==> src/rtl/fetch_control.sv <==
// ---------------------------------------------------------------------------
// fetch_control
//
// Instruction-fetch sequencer. It issues one memory read per instruction,
// holds the returned word for the decoder, and decodes the jump class of
// the held word for the next-PC logic.
//
// Lifecycle of one fetch:
//   IDLE  -> sample pc_in, raise mem_req
//   FETCH -> wait for mem_ack, give up after TIMEOUT cycles
//   HOLD  -> present instr_out until the decoder accepts it, then strobe pc_en
//   ERROR -> sticky; only reset leaves it
//
// Ports
//   clock        in   1   rising-edge clock
//   reset        in   1   asynchronous, active-low reset
//   pc_in        in   32  current fetch address from the program counter
//   mem_req      out  1   read request, held until ack or timeout
//   mem_addr     out  32  read address, stable for the whole request
//   mem_ack      in   1   read data valid (only honoured in FETCH)
//   mem_rdata    in   32  instruction word
//   instr_out    out  32  held instruction
//   instr_valid  out  1   instr_out holds an unconsumed instruction
//   instr_ready  in   1   decoder accepts instr_out
//   pc_func      out  2   next-PC select: 00 seq, 01 JAL, 10 JALR
//   pc_offset    out  22  sign-extended jump immediate
//   pc_rs1       out  5   JALR base register index
//   pc_en        out  1   one-cycle PC advance strobe (handshake cycle)
//   fetch_err    out  1   sticky error: misaligned address or timeout
// ---------------------------------------------------------------------------
module fetch_control #(
  parameter int TIMEOUT = 15
) (
  input  logic        clock,
  input  logic        reset,
  input  logic [31:0] pc_in,
  output logic        mem_req,
  output logic [31:0] mem_addr,
  input  logic        mem_ack,
  input  logic [31:0] mem_rdata,
  output logic [31:0] instr_out,
  output logic        instr_valid,
  input  logic        instr_ready,
  output logic [1:0]  pc_func,
  output logic [21:0] pc_offset,
  output logic [4:0]  pc_rs1,
  output logic        pc_en,
  output logic        fetch_err
);

  localparam int CW = $clog2(TIMEOUT + 1);

  localparam logic [6:0] OP_JAL  = 7'b1101111;
  localparam logic [6:0] OP_JALR = 7'b1100111;

  typedef enum logic [1:0] {
    IDLE,
    FETCH,
    HOLD,
    ERROR
  } state_e;

  state_e        state_q,    state_d;
  logic          mem_req_q,  mem_req_d;
  logic [31:0]   mem_addr_q, mem_addr_d;
  logic [31:0]   instr_q,    instr_d;
  logic          valid_q,    valid_d;
  logic          err_q,      err_d;
  logic [CW-1:0] cnt_q,      cnt_d;
  logic [CW-1:0] cnt_inc;

  assign cnt_inc = cnt_q + 1'b1;

  // NOTE: every register shares one asynchronous reset so that a reset in
  // the middle of a request drops mem_req immediately, not on the next edge.
  // Non-blocking assignments keep all registers updating from the same
  // pre-edge values regardless of statement order.
  always_ff @(posedge clock or negedge reset) begin
    if (!reset) begin
      state_q    <= IDLE;
      mem_req_q  <= 1'b0;
      mem_addr_q <= '0;
      instr_q    <= '0;
      valid_q    <= 1'b0;
      err_q      <= 1'b0;
      cnt_q      <= '0;
    end else begin
      state_q    <= state_d;
      mem_req_q  <= mem_req_d;
      mem_addr_q <= mem_addr_d;
      instr_q    <= instr_d;
      valid_q    <= valid_d;
      err_q      <= err_d;
      cnt_q      <= cnt_d;
    end
  end

  // NOTE: every next-state signal defaults to its current value before the
  // case, so no path through the block leaves a signal unassigned (no latch).
  always_comb begin
    state_d    = state_q;
    mem_req_d  = mem_req_q;
    mem_addr_d = mem_addr_q;
    instr_d    = instr_q;
    valid_d    = valid_q;
    err_d      = err_q;
    cnt_d      = cnt_q;

    unique case (state_q)
      IDLE: begin
        if (pc_in[1:0] != 2'b00) begin
          err_d   = 1'b1;
          state_d = ERROR;
        end else begin
          mem_addr_d = pc_in;
          mem_req_d  = 1'b1;
          cnt_d      = '0;
          state_d    = FETCH;
        end
      end

      FETCH: begin
        // Ack is tested first so that an ack on the final wait cycle wins
        // over the timeout.
        if (mem_ack) begin
          instr_d   = mem_rdata;
          valid_d   = 1'b1;
          mem_req_d = 1'b0;
          state_d   = HOLD;
        end else if (cnt_inc == CW'(TIMEOUT)) begin
          mem_req_d = 1'b0;
          err_d     = 1'b1;
          state_d   = ERROR;
        end else begin
          cnt_d = cnt_inc;
        end
      end

      HOLD: begin
        if (instr_ready) begin
          valid_d = 1'b0;
          state_d = IDLE;
        end
      end

      ERROR: begin
        mem_req_d = 1'b0;
        valid_d   = 1'b0;
        err_d     = 1'b1;
      end

      default: state_d = IDLE;
    endcase
  end

  // Jump decode is a pure function of the held word, so it is stable for as
  // long as instr_out is; it is gated to HOLD so the PC-control outputs read
  // zero whenever no instruction is being presented.
  always_comb begin
    pc_func   = 2'b00;
    pc_offset = '0;
    pc_rs1    = '0;
    if (state_q == HOLD) begin
      unique case (instr_q[6:0])
        OP_JAL: begin
          pc_func   = 2'b01;
          pc_offset = {instr_q[31], instr_q[31], instr_q[19:12], instr_q[20],
                       instr_q[30:21], 1'b0};
        end
        OP_JALR: begin
          pc_func   = 2'b10;
          pc_rs1    = instr_q[19:15];
          pc_offset = {{10{instr_q[31]}}, instr_q[31:20]};
        end
        default: ;
      endcase
    end
  end

  assign pc_en       = (state_q == HOLD) && instr_ready;
  assign mem_req     = mem_req_q;
  assign mem_addr    = mem_addr_q;
  assign instr_out   = instr_q;
  assign instr_valid = valid_q;
  assign fetch_err   = err_q;

endmodule

==> config.mk <==
export PLATFORM = sky130hd
export DESIGN_NAME = fetch_control
export DESIGN_NICKNAME = d
export VERILOG_FILES = /design/src/rtl/fetch_control.sv
export SDC_FILE = /design/constraint.sdc
export NUM_CORES = 1
export LEC_CHECK = 0
export ABC_AREA = 1
export CORE_ASPECT_RATIO = 0.7
export CORE_MARGIN = 5
export CORE_UTILIZATION = 60
export CTS_CLUSTER_DIAMETER = 60
export DETAILED_ROUTE_END_ITERATION = 12
export DONT_BUFFER_PORTS = 1
export GPL_TIMING_DRIVEN = 0
export PLACE_DENSITY = 0.81
export SETUP_SLACK_MARGIN = 0.3
export SLEW_MARGIN = 0
export SYNTH_ARGS = -nofsm -noshare
export SYNTH_HDL_FRONTEND = slang
export SYNTH_SLANG_ARGS = --single-unit
==> constraint.sdc <==
create_clock -name clock -period 2.3 [get_ports clock]
set_input_delay 0.46 -clock clock [delete_from_list [all_inputs] [get_ports clock]]
set_output_delay 0.46 -clock clock [all_outputs]
set_load 0.005 [all_outputs]
* After elaboration in Yosys (flattened, before gate mapping)
Index checks and enable logic that the tools add are counted.
** Operators by class
- Add/sub/neg operators :: 1
- Multiply operators :: 0
- Divide/modulo/power cells :: 0
- Magnitude comparators :: 0
- Equality and inequality tests :: 14
- Shift operators :: 0
- Muxes and demuxes :: 26
- Bitwise gates (word level) :: 1
- Reduce and logical (&&, ||, !) cells :: 14
** Operator list (count)
- 22-bit case mux with 2 select lines :: 1
- 22-bit two-way mux :: 1
- 7-bit == test, second input constant :: 2
- 2-bit != test, second input constant :: 7
- 4-bit two-way mux :: 3
- 2-bit two-way mux :: 5
- 5-bit two-way mux :: 2
- 1-bit case mux with 3 select lines :: 3
- 3-bit AND reduction :: 3
- 3-bit nonzero test :: 3
- 1-bit two-way mux :: 8
- 4-bit case mux with 2 select lines :: 1
- 4-bit AND reduction :: 2
- 2-bit case mux with 3 select lines :: 1
- 4-bit by 1-bit adder with 4-bit output, second input constant :: 1
- 2-bit == test, second input constant :: 2
- 4-bit == test, second input constant :: 1
- 2-bit case mux with 2 select lines :: 1
- 2-bit AND reduction :: 2
- 2-bit nonzero test :: 2
- 3-bit != test, second input constant :: 1
- 2-bit by 1-bit == test with 1-bit output, second input constant :: 1
- 2-bit zero test :: 1
- 1-bit logical AND :: 1
- 1-bit inverter :: 1
** Word-level totals
- Flip-flop bits (word level) :: 73
- Bits in latches :: 0
- Bits in writable memories :: 0
- Memory bits (read-only) :: 0
- Memories :: 0

* Longest topological paths before layout
Gate-level depths: netlist of the first run.
- Word-level depth :: 5
- Mapped depth :: 10
- Depth with buffers taken out :: 10

* Worst setup path before layout of the first run
OpenSTA, ideal clock, no wires.
- Path type :: register to output
- From :: register state_q[0]
- To :: output pc_offset[11]
- Arrival :: 1.436 ns
- Slack :: 0.404 ns
- Stages on the path, launching flop included :: 7
- Buffers on the path :: 0
- Cell sequence :: dfrtp_1 -> inv_1 -> ha_1 -> inv_2 -> nor4_4 -> nand2_1 -> nand2_1
** Between the ends
- Word-level cells in the longest chain between the ends :: 2
** Ends and longest elaborated chain
- start: declaration :: RTL line 63 : state_e state_q, state_d;
- start signal: assignment :: RTL line 88 : state_q <= state_d;
- 2-bit == test :: RTL line 163 : if (state_q == HOLD) begin
- 22-bit two-way mux :: RTL line 163
- end: declaration :: RTL line 45 : output logic [21:0] pc_offset,
Every way passes these cells.

* Worst setup path in the final report of the first run
- From :: register state_q[0]
- To :: output pc_offset[17]
The elaborated chain is that of the path after synthesis.

==> flow_summary.html, run 1 <==
<table>
<tr><th>Metric</th><th>Value</th></tr>
<tr><th colspan="2">Run status</th></tr>
<tr><td>Status</td><td>complete, but fails checks</td></tr>
<tr><td>Violations in the final reports</td><td>negative hold slack</td></tr>
<tr><th colspan="2">GRT</th></tr>
<tr><td>Initial antenna violation count</td><td>0</td></tr>
<tr><td>Global-route wire length before repair</td><td>around 13 mm</td></tr>
<tr><td>Global Route Usage Sum</td><td>approximately a quarter</td></tr>
<tr><td>Number of global-route vias before repair</td><td>between 2,000 and 3,000</td></tr>
<tr><td>Sum of overflow across all layers after global routing</td><td>0</td></tr>
<tr><td>Maximum number of pins on one net before global-route repair</td><td>74</td></tr>
<tr><th colspan="2">Drt</th></tr>
<tr><td>Detailed-route wire length</td><td>8.64 mm</td></tr>
<tr><td>Routed via count</td><td>2,672</td></tr>
<tr><td>Average routed wire per standard cell</td><td>between 15 and 20 microns</td></tr>
<tr><td>Detailed-routing iteration count for the pre-antenna-repair pass</td><td>4</td></tr>
<tr><td>Ratio of routed vias to standard cells</td><td>between 5 and 6</td></tr>
<tr><td>Residual antenna-violating net count after detailed routing</td><td>0</td></tr>
<tr><td>Number of design-rule violations left by the first detailed-router iteration</td><td>151</td></tr>
<tr><td>DRC violation count after routing</td><td>0</td></tr>
<tr><th colspan="2">Final layout</th></tr>
<tr><td>Number of antenna diodes</td><td>0</td></tr>
<tr><td>Number of fill cells</td><td>~410</td></tr>
<tr><td>Most frequent standard cell in the layout excluding fill and tap cells</td><td>sky130_fd_sc_hd__nand2_1</td></tr>
<tr><td>Non-Filler Cell Area, Final</td><td>3860 sq um</td></tr>
<tr><td>Total number of nets in the final design</td><td>between 400 and 500</td></tr>
<tr><td>Share of post-route cells with drive strength above 1</td><td>approximately 21%</td></tr>
<tr><td>Synthesis-to-layout area growth</td><td>16.5%</td></tr>
<tr><td>Top library cells by usage in the layout, fill and taps aside</td><td>139 x sky130_fd_sc_hd__nand2_1, 69 x sky130_fd_sc_hd__dfrtp_1, 34 x sky130_fd_sc_hd__inv_1, 31 x sky130_fd_sc_hd__nor2_1, 25 x sky130_fd_sc_hd__a21oi_1</td></tr>
<tr><th colspan="2">Floorplanning</th></tr>
<tr><td>Overall die area</td><td>7130 sq um</td></tr>
<tr><td>Row count</td><td>22</td></tr>
<tr><td>Initial core utilization</td><td>a little over three fifths</td></tr>
<tr><td>Std-Cell Core Area</td><td>roughly 5300 sq um</td></tr>
<tr><td>X dimension of the die</td><td>98.8 microns</td></tr>
<tr><td>Top-level I/O count</td><td>165</td></tr>
<tr><td>Vertical die dimension</td><td>between 70 and 80 microns</td></tr>
<tr><th colspan="2">Timing</th></tr>
<tr><td>Number of pins with negative max-slew slack in the final report</td><td>0</td></tr>
<tr><td>Final hold violations</td><td>73</td></tr>
<tr><td>Hold slack</td><td>-204 ps</td></tr>
<tr><td>Peak clock frequency supported by timing</td><td>between 0.4 and 0.5 GHz</td></tr>
<tr><td>Unrepaired setup endpoints after global routing</td><td>true</td></tr>
<tr><td>Final worst path period need</td><td>~2200 ps</td></tr>
<tr><td>Total setup violations reported at the end of the flow</td><td>0</td></tr>
<tr><td>Pin slew with the least headroom to its limit</td><td>~500 ps</td></tr>
<tr><td>Final period util</td><td>between 90% and 100%</td></tr>
<tr><td>Final Skew</td><td>roughly 7.3 ps</td></tr>
<tr><td>Relative slew slack</td><td>around 68%</td></tr>
<tr><td>Setup TNS</td><td>0 ps</td></tr>
<tr><th colspan="2">Synthesis</th></tr>
<tr><td>Cells taking the most area after synthesis</td><td>sky130_fd_sc_hd__dfrtp_1 55%, sky130_fd_sc_hd__nand2_1 16%, sky130_fd_sc_hd__nor2_1 5.4%</td></tr>
<tr><td>Post-Syn Instances</td><td>approximately 390</td></tr>
<tr><td>Number of register bits inferred by synthesis</td><td>73</td></tr>
<tr><td>Yosys top cell by area</td><td>sky130_fd_sc_hd__dfrtp_1</td></tr>
<tr><td>Fraction of synthesized cell area taken by the top area cell type</td><td>between 50 and 60%</td></tr>
<tr><td>Synth Warn #</td><td>0</td></tr>
<tr><td>Mean instance size in the synthesized netlist</td><td>approximately 8.6 sq um</td></tr>
<tr><td>Sequential element share of the synthesized area</td><td>55.2%</td></tr>
<tr><td>Cell area after technology mapping</td><td>between 3000 and 4000 sq um</td></tr>
<tr><td>Number of distinct standard cells referenced by the synthesized netlist</td><td>23</td></tr>
<tr><td>Syn Nets</td><td>around 460</td></tr>
<tr><th colspan="2">Pwr</th></tr>
<tr><td>Switching part of the total</td><td>about a fifth</td></tr>
<tr><td>Part of the power in combinational logic</td><td>less than 1%</td></tr>
<tr><td>Power share of the clock group</td><td>between 40% and 50%</td></tr>
<tr><td>Relative contribution of sequential cells to total power</td><td>between 50% and 60%</td></tr>
<tr><td>Post-layout total power</td><td>~0.0024 W</td></tr>
<tr><td>Design internal power</td><td>approximately 0.0019 W</td></tr>
<tr><td>VDD IR max</td><td>0.392 mV</td></tr>
<tr><td>Switching power</td><td>just under 0.0005 W</td></tr>
<tr><td>Pleak</td><td>roughly 2.1 nW</td></tr>
<tr><td>Power per Cell Area</td><td>roughly 600 nW/um^2</td></tr>
<tr><th colspan="2">Worst setup path</th></tr>
<tr><td>Endpoint required time on the critical path</td><td>roughly 1800 ps</td></tr>
<tr><td>Class of the most critical setup path</td><td>flip-flop to output port</td></tr>
<tr><td>Largest driver fanout on the critical path</td><td>6</td></tr>
<tr><td>Worst reg2reg path endpoint</td><td>instr_out[12]</td></tr>
<tr><td>Worst path buffer plus inverter count</td><td>2</td></tr>
<tr><td>Delay-heaviest family, CP</td><td>simple AND/OR/NAND/NOR gates</td></tr>
<tr><td>Crit path largest cell delay</td><td>430 ps</td></tr>
<tr><td>R2R setup slack</td><td>roughly 440 ps</td></tr>
<tr><td>Crit-path most repeated cell</td><td>sky130_fd_sc_hd__inv_4</td></tr>
<tr><td>Master of the slowest instance on the critical path</td><td>sky130_fd_sc_hd__dfrtp_2</td></tr>
<tr><td>Depth of the most critical reg-to-reg path</td><td>6</td></tr>
<tr><td>Kind of end point of the critical path</td><td>output port</td></tr>
<tr><td>Startpoint of the lowest-slack register-to-register path</td><td>state_q[0]</td></tr>
<tr><td>Ordered list of cells on the worst path</td><td>inv_4, ha_4, inv_4, nor4_4, nand2_1, nand2_2</td></tr>
<tr><td>Arrival time worst endpoint</td><td>1710 ps</td></tr>
<tr><td>Worst Setup Start Kind</td><td>flip-flop</td></tr>
<tr><th colspan="2">CTS</th></tr>
<tr><td># clock sinks</td><td>73</td></tr>
<tr><td>Cell at the root of the clock tree</td><td>sky130_fd_sc_hd__clkbuf_8</td></tr>
<tr><td>Inserted Clock Buffers</td><td>9</td></tr>
<tr><td>Worst-skew pair later-pin latency</td><td>around 350 ps</td></tr>
<tr><td>H-tree depth reported by CTS</td><td>3</td></tr>
<tr><td>CTS tree</td><td>built</td></tr>
<tr><td>Post-CTS clock slew at the launch and capture registers of the worst setup and hold paths</td><td>roughly 80 ps</td></tr>
<tr><td>Maximum clock path buffer count</td><td>2</td></tr>
<tr><th colspan="2">Worst hold path</th></tr>
<tr><td>Worst hold path type</td><td>input port to asynchronous set/reset pin</td></tr>
<tr><th colspan="2">Place</th></tr>
<tr><td>Routability cong.</td><td>0.830</td></tr>
<tr><td>Number of buffers inserted by port buffering</td><td>0</td></tr>
<tr><td>Post-DP HPWL</td><td>about 6.1 mm</td></tr>
<tr><td>Area after DPL</td><td>3400 sq um</td></tr>
<tr><th colspan="2">Job</th></tr>
<tr><td>Max Cap Violations</td><td>0</td></tr>
</table>
==> power by group through the flow <==
stage / Clock (W) / Sequential [W] / Combinational, W
after floorplan: 0 / 0.00131 / 0.00000201
after global placement: 0 / 0.00131 / 0.00000242
after detailed placement: 0 / 0.00131 / 0.00000242
after CTS: 0.00111 / 0.00128 / 0.00000242
after global routing: 0.00120 / 0.00128 / 0.00000266
final: 0.00109 / 0.00128 / 0.00000239
==> synthesized netlist by cell type <==
library cell	number
sky130_fd_sc_hd__or2_1	1
sky130_fd_sc_hd__inv_2	2
sky130_fd_sc_hd__nand4_1	7
sky130_fd_sc_hd__nor2_2	1
sky130_fd_sc_hd__nor2_1	48
sky130_fd_sc_hd__buf_2	5
sky130_fd_sc_hd__o31ai_1	1
sky130_fd_sc_hd__inv_1	37
sky130_fd_sc_hd__and3_2	1
sky130_fd_sc_hd__clkbuf_1	4
sky130_fd_sc_hd__nand2_2	1
sky130_fd_sc_hd__dfrtp_1	73
sky130_fd_sc_hd__nand4_2	1
sky130_fd_sc_hd__nand3_1	7
sky130_fd_sc_hd__buf_1	1
sky130_fd_sc_hd__ha_1	9
sky130_fd_sc_hd__mux2_2	11
sky130_fd_sc_hd__nor4_4	2
sky130_fd_sc_hd__a21oi_1	25
sky130_fd_sc_hd__nand2_1	144
sky130_fd_sc_hd__buf_4	4
sky130_fd_sc_hd__o21ai_0	1
sky130_fd_sc_hd__nand3_2	1
==> sequential cells by signal, indices dropped and copies added, names as in the netlist <==
register,cells
fetch_err,1
mem_req,1
mem_addr,32
instr_valid,1
state_q,2
cnt_q,4
instr_out,32
==> layer usage <==
metal	GRT usage [%]	routed length, microns	up-vias
li1	-	-	1241
met1	29.7	3290	1292
met2	37.5	4360	127
met3	11.6	886	12
met4	5.76	99	0
met5	0	0	-
==> kinds of logic after synthesis <==
family	after synthesis	share of synthesized area, %
buffers and inverters	53	6.65
adders and majority gates	9	3.40
DFF	73	55.2
muxes	11	3.74
AOI/OAI and AO/OA	27	4.16
and+or+nand+nor	214	26.9
==> how the worst max path moves through the flow <==
stage / start / end / depth (start not counted)
floorplan: state_q[0] / pc_offset[11] / 6
global placement: state_q[0] / pc_offset[17] / 6
detailed placement: state_q[0] / pc_offset[17] / 6
CTS: state_q[0] / pc_offset[21] / 6
global route: instr_out[6] / pc_rs1[3] / 5
finish: state_q[0] / pc_offset[17] / 6
==> timing repair <==
item	CTS	global route
endpoints found under the setup margin	29	28
gates cloned	1	1
pin swaps	7	8
hold endpoints to repair	73	73
gates resized for setup	20	28
setup buffers	5	3
==> stage by stage <==
stage / std cells / utilization [%] / setup WS (ps)
floorplan: 387 / - / 404
global placement: 459 / 64.4 / 122
detailed placement: 459 / 64.4 / 51.6
CTS: 480 / 70.7 / 164
global route: 484 / 73.0 / 43.7
finish: 484 / 73.0 / 125
==> final cells by class <==
| cell class | instances | area (sq um) | share of cell area [%] |
|---|---|---|---|
| buffer | 14 | 83.8 | 2.17 |
| clock buffer | 9 | 124 | 3.21 |
| clock inverter | 6 | 92.6 | 2.40 |
| inverter | 39 | 151 | 3.92 |
| multi-input combinational | 263 | 1430 | 37.0 |
| sequential | 73 | 1830 | 47.5 |
| tap | 72 | 90.1 | 2.33 |
| timing repair buffer | 8 | 60.1 | 1.56 |
(Power assumes the default switching activity.)
==> run 2: changes to the inputs <==
--- a/config.mk
+++ b/config.mk
@@ -14,7 +14,7 @@
 export DONT_BUFFER_PORTS = 1
 export GPL_TIMING_DRIVEN = 0
 export PLACE_DENSITY = 0.81
-export SETUP_SLACK_MARGIN = 0.3
+export SETUP_SLACK_MARGIN = 0.5
 export SLEW_MARGIN = 0
 export SYNTH_ARGS = -nofsm -noshare
 export SYNTH_HDL_FRONTEND = slang
==> flow_summary.html, run 2 (synthesis gave the netlist of run 1 again) <==
<table>
<tr><th>Metric</th><th>Value</th></tr>
<tr><th colspan="2">Run status</th></tr>
<tr><td>Violations in the final reports</td><td>negative hold slack</td></tr>
<tr><td>Status</td><td>complete, but fails checks</td></tr>
<tr><th colspan="2">Final layout</th></tr>
<tr><td>Number of antenna diodes</td><td>0 (unchanged)</td></tr>
<tr><td>Top library cells by usage in the layout, fill and taps aside</td><td>141 x sky130_fd_sc_hd__nand2_1, 70 x sky130_fd_sc_hd__dfrtp_1, 35 x sky130_fd_sc_hd__inv_1, 35 x sky130_fd_sc_hd__nor2_1, 24 x sky130_fd_sc_hd__a21oi_1</td></tr>
<tr><td>Util after Layout</td><td>70.8% (-2.2 points)</td></tr>
<tr><td>Most frequent standard cell in the layout excluding fill and tap cells</td><td>sky130_fd_sc_hd__nand2_1</td></tr>
<tr><td>Number of fill cells</td><td>410 (+0.24%)</td></tr>
<tr><td>Synthesis-to-layout area growth</td><td>13.0%</td></tr>
<tr><td>Share of post-route cells with drive strength above 1</td><td>18.8% (-1.8 points)</td></tr>
<tr><td>Total number of nets in the final design</td><td>481 (-0.82%)</td></tr>
<tr><th colspan="2">Drt</th></tr>
<tr><td>Residual antenna-violating net count after detailed routing</td><td>0 (unchanged)</td></tr>
<tr><td>Detailed-routing iteration count for the pre-antenna-repair pass</td><td>6 (+2)</td></tr>
<tr><td>Detailed-route wire length</td><td>8.04 mm (-7.0%)</td></tr>
<tr><td>Routed via count</td><td>2,603 (-2.6%)</td></tr>
<tr><td>Average routed wire per standard cell</td><td>16.7 microns (-6.4%)</td></tr>
<tr><td>DRC violation count after routing</td><td>0 (unchanged)</td></tr>
<tr><td>Number of design-rule violations left by the first detailed-router iteration</td><td>111 (-26%)</td></tr>
<tr><td>Ratio of routed vias to standard cells</td><td>5.41 (-2.0%)</td></tr>
<tr><th colspan="2">Timing</th></tr>
<tr><td>Final period util</td><td>94.8% (+0.21 points)</td></tr>
<tr><td>Final Skew</td><td>8.41 ps (+1.08 ps)</td></tr>
<tr><td>Total setup violations reported at the end of the flow</td><td>0 (unchanged)</td></tr>
<tr><td>Unrepaired setup endpoints after global routing</td><td>true</td></tr>
<tr><td>Peak clock frequency supported by timing</td><td>0.459 GHz (-0.22%)</td></tr>
<tr><td>Relative slew slack</td><td>62.7% (-4.8 points)</td></tr>
<tr><td>Final worst path period need</td><td>2180 ps (+4.86 ps)</td></tr>
<tr><td>Pin slew with the least headroom to its limit</td><td>555 ps (+67.6 ps)</td></tr>
<tr><td>Final hold violations</td><td>73 (unchanged)</td></tr>
<tr><td>Hold slack</td><td>-192 ps (+11.4 ps)</td></tr>
<tr><td>Number of pins with negative max-slew slack in the final report</td><td>0 (unchanged)</td></tr>
<tr><td>Setup TNS</td><td>0 ps (unchanged)</td></tr>
<tr><th colspan="2">CTS</th></tr>
<tr><td>Worst-skew pair later-pin latency</td><td>340 ps (about the same)</td></tr>
<tr><td>Maximum clock path buffer count</td><td>2 (unchanged)</td></tr>
<tr><td>CTS tree</td><td>built</td></tr>
<tr><td>Post-CTS clock slew at the launch and capture registers of the worst setup and hold paths</td><td>80 ps (about the same)</td></tr>
<tr><td>Cell at the root of the clock tree</td><td>sky130_fd_sc_hd__clkbuf_8</td></tr>
<tr><td># clock sinks</td><td>73 (unchanged)</td></tr>
<tr><td>Inserted Clock Buffers</td><td>9 (unchanged)</td></tr>
<tr><td>H-tree depth reported by CTS</td><td>3 (unchanged)</td></tr>
<tr><th colspan="2">Place</th></tr>
<tr><td>Post-DP HPWL</td><td>6.02 mm (-1.0%)</td></tr>
<tr><td>Number of buffers inserted by port buffering</td><td>0 (unchanged)</td></tr>
<tr><td>Routability cong.</td><td>0.802 (-3.4%)</td></tr>
<tr><th colspan="2">Floorplanning</th></tr>
<tr><td>X dimension of the die</td><td>98.8 microns (unchanged)</td></tr>
<tr><td>Row count</td><td>22 (unchanged)</td></tr>
<tr><td>Overall die area</td><td>7130 sq um (unchanged)</td></tr>
<tr><td>Top-level I/O count</td><td>165 (unchanged)</td></tr>
<tr><td>Initial core utilization</td><td>62.7% (unchanged)</td></tr>
<tr><td>Vertical die dimension</td><td>72.2 microns (unchanged)</td></tr>
<tr><td>Std-Cell Core Area</td><td>5290 sq um (unchanged)</td></tr>
<tr><th colspan="2">Pwr</th></tr>
<tr><td>Pleak</td><td>2.14 nW (about the same)</td></tr>
<tr><td>VDD IR max</td><td>0.393 mV (about the same)</td></tr>
<tr><td>Post-layout total power</td><td>0.00226 W (-4.8%)</td></tr>
<tr><td>Power per Cell Area</td><td>604 nW/um^2 (-1.8%)</td></tr>
<tr><th colspan="2">GRT</th></tr>
<tr><td>Maximum number of pins on one net before global-route repair</td><td>74 (unchanged)</td></tr>
<tr><td>Initial antenna violation count</td><td>0 (unchanged)</td></tr>
<tr><td>Sum of overflow across all layers after global routing</td><td>0 (unchanged)</td></tr>
<tr><td>Global-route wire length before repair</td><td>12.8 mm (-2.6%)</td></tr>
<tr><td>Global Route Usage Sum</td><td>22.9% (-0.81 points)</td></tr>
<tr><td>Number of global-route vias before repair</td><td>2,504 (-2.5%)</td></tr>
<tr><th colspan="2">Worst setup path</th></tr>
<tr><td>Worst reg2reg path endpoint</td><td>instr_out[10]</td></tr>
<tr><td>Largest driver fanout on the critical path</td><td>4 (-2)</td></tr>
<tr><td>Depth of the most critical reg-to-reg path</td><td>7 (+1)</td></tr>
<tr><td>R2R setup slack</td><td>580 ps (+140 ps)</td></tr>
<tr><td>Master of the slowest instance on the critical path</td><td>sky130_fd_sc_hd__nor4_2</td></tr>
<tr><td>Endpoint required time on the critical path</td><td>1840 ps (about the same)</td></tr>
<tr><td>Delay-heaviest family, CP</td><td>simple AND/OR/NAND/NOR gates</td></tr>
<tr><td>Class of the most critical setup path</td><td>flip-flop to output port</td></tr>
<tr><td>Ordered list of cells on the worst path</td><td>nand4_1, nor4_2, nand2_1, nand2_1</td></tr>
<tr><td>Crit-path most repeated cell</td><td>sky130_fd_sc_hd__nand2_1</td></tr>
<tr><td>Worst Setup Start Kind</td><td>flip-flop</td></tr>
<tr><td>Startpoint of the lowest-slack register-to-register path</td><td>state_q[1]</td></tr>
<tr><td>Kind of end point of the critical path</td><td>output port</td></tr>
<tr><td>Worst path buffer plus inverter count</td><td>0 (-2)</td></tr>
<tr><td>Crit path largest cell delay</td><td>540 ps (+110 ps)</td></tr>
<tr><td>Arrival time worst endpoint</td><td>1720 ps (about the same)</td></tr>
<tr><th colspan="2">Worst hold path</th></tr>
<tr><td>Worst hold path type</td><td>input port to asynchronous set/reset pin</td></tr>
<tr><th colspan="2">Job</th></tr>
<tr><td>Max Cap Violations</td><td>0 (unchanged)</td></tr>
</table>
## run 2: worst register-to-register path, delay by kind of cell, from the launching register on
kind          cells  cell delay [ps]
fa+ha+maj         1              180
buf+inv           4              520
flops             1              430
mux               1              350
simple gates      1              120
## run 2: per-layer routing
layer | vias up | GRT usage, % | part of all wire (%)
met1 | 1244 | 29.4 | 39
met5 | - | 0 | 0
met4 | 0 | 5.45 | 1.1
met2 | 124 | 35.6 | 48
met3 | 8 | 11.0 | 11
li1 | 1227 | - | -
## run 2: final cells by class
cell class                      count  area, sq um  area share [%]
Clock buffer                       10          128            3.41
Clock inverter                      6         67.6            1.81
Multi-Input combinational cell    262         1350            36.2
Timing Repair Buffer                5         37.5            1.00
Tap cell                           72         90.1            2.41
Inverter                           39          146            3.91
Sequential cell                    73         1830            48.9
Buffer                             14         88.8            2.37
## run 2: how the worst max path moves through the flow
stage                  from       endpoint  slack [ps]  cells after the start
2_1_floorplan    state_q[0]  pc_offset[11]         510                      6
3_3_place_gp     state_q[0]  pc_offset[11]         230                      6
3_5_place_dp     state_q[0]  pc_offset[19]         190                      6
4_1_cts        instr_out[0]  pc_offset[19]          90                      4
5_1_grt        instr_out[1]  pc_offset[14]         -30                      4
6_report       instr_out[1]  pc_offset[14]         120                      4
## run 2: timing repair
action,4_1_cts,5_1_grt
setup buffers,1,4
pin swaps,3,4
setup endpoints to repair,41,50
gates resized for setup,19,13
cloned,1,0
endpoints found under the hold margin,73,73
## run 2: stage by stage
stage | instance area, sq um | setup slack [ps] | hold slack [ps] | std cells
floorplan | 3310 | 505 | 164 | 387
global placement | 3400 | 227 | 166 | 459
detailed placement | 3400 | 191 | 166 | 459
CTS | 3670 | 91.8 | -217 | 477
global route | 3740 | -33.3 | -235 | 481
finish | 3740 | 120 | -192 | 481
## run 2: power breakdown
| part | leakage, nW | switching, W | internal, W | total, W |
|---|---|---|---|---|
| logic | 1.17 | 0.00000148 | 0.00000102 | 0.00000250 |
| registers | 0.881 | 0 | 0.00128 | 0.00128 |
| clock network | 0.0929 | 0.000470 | 0.000505 | 0.000975 |
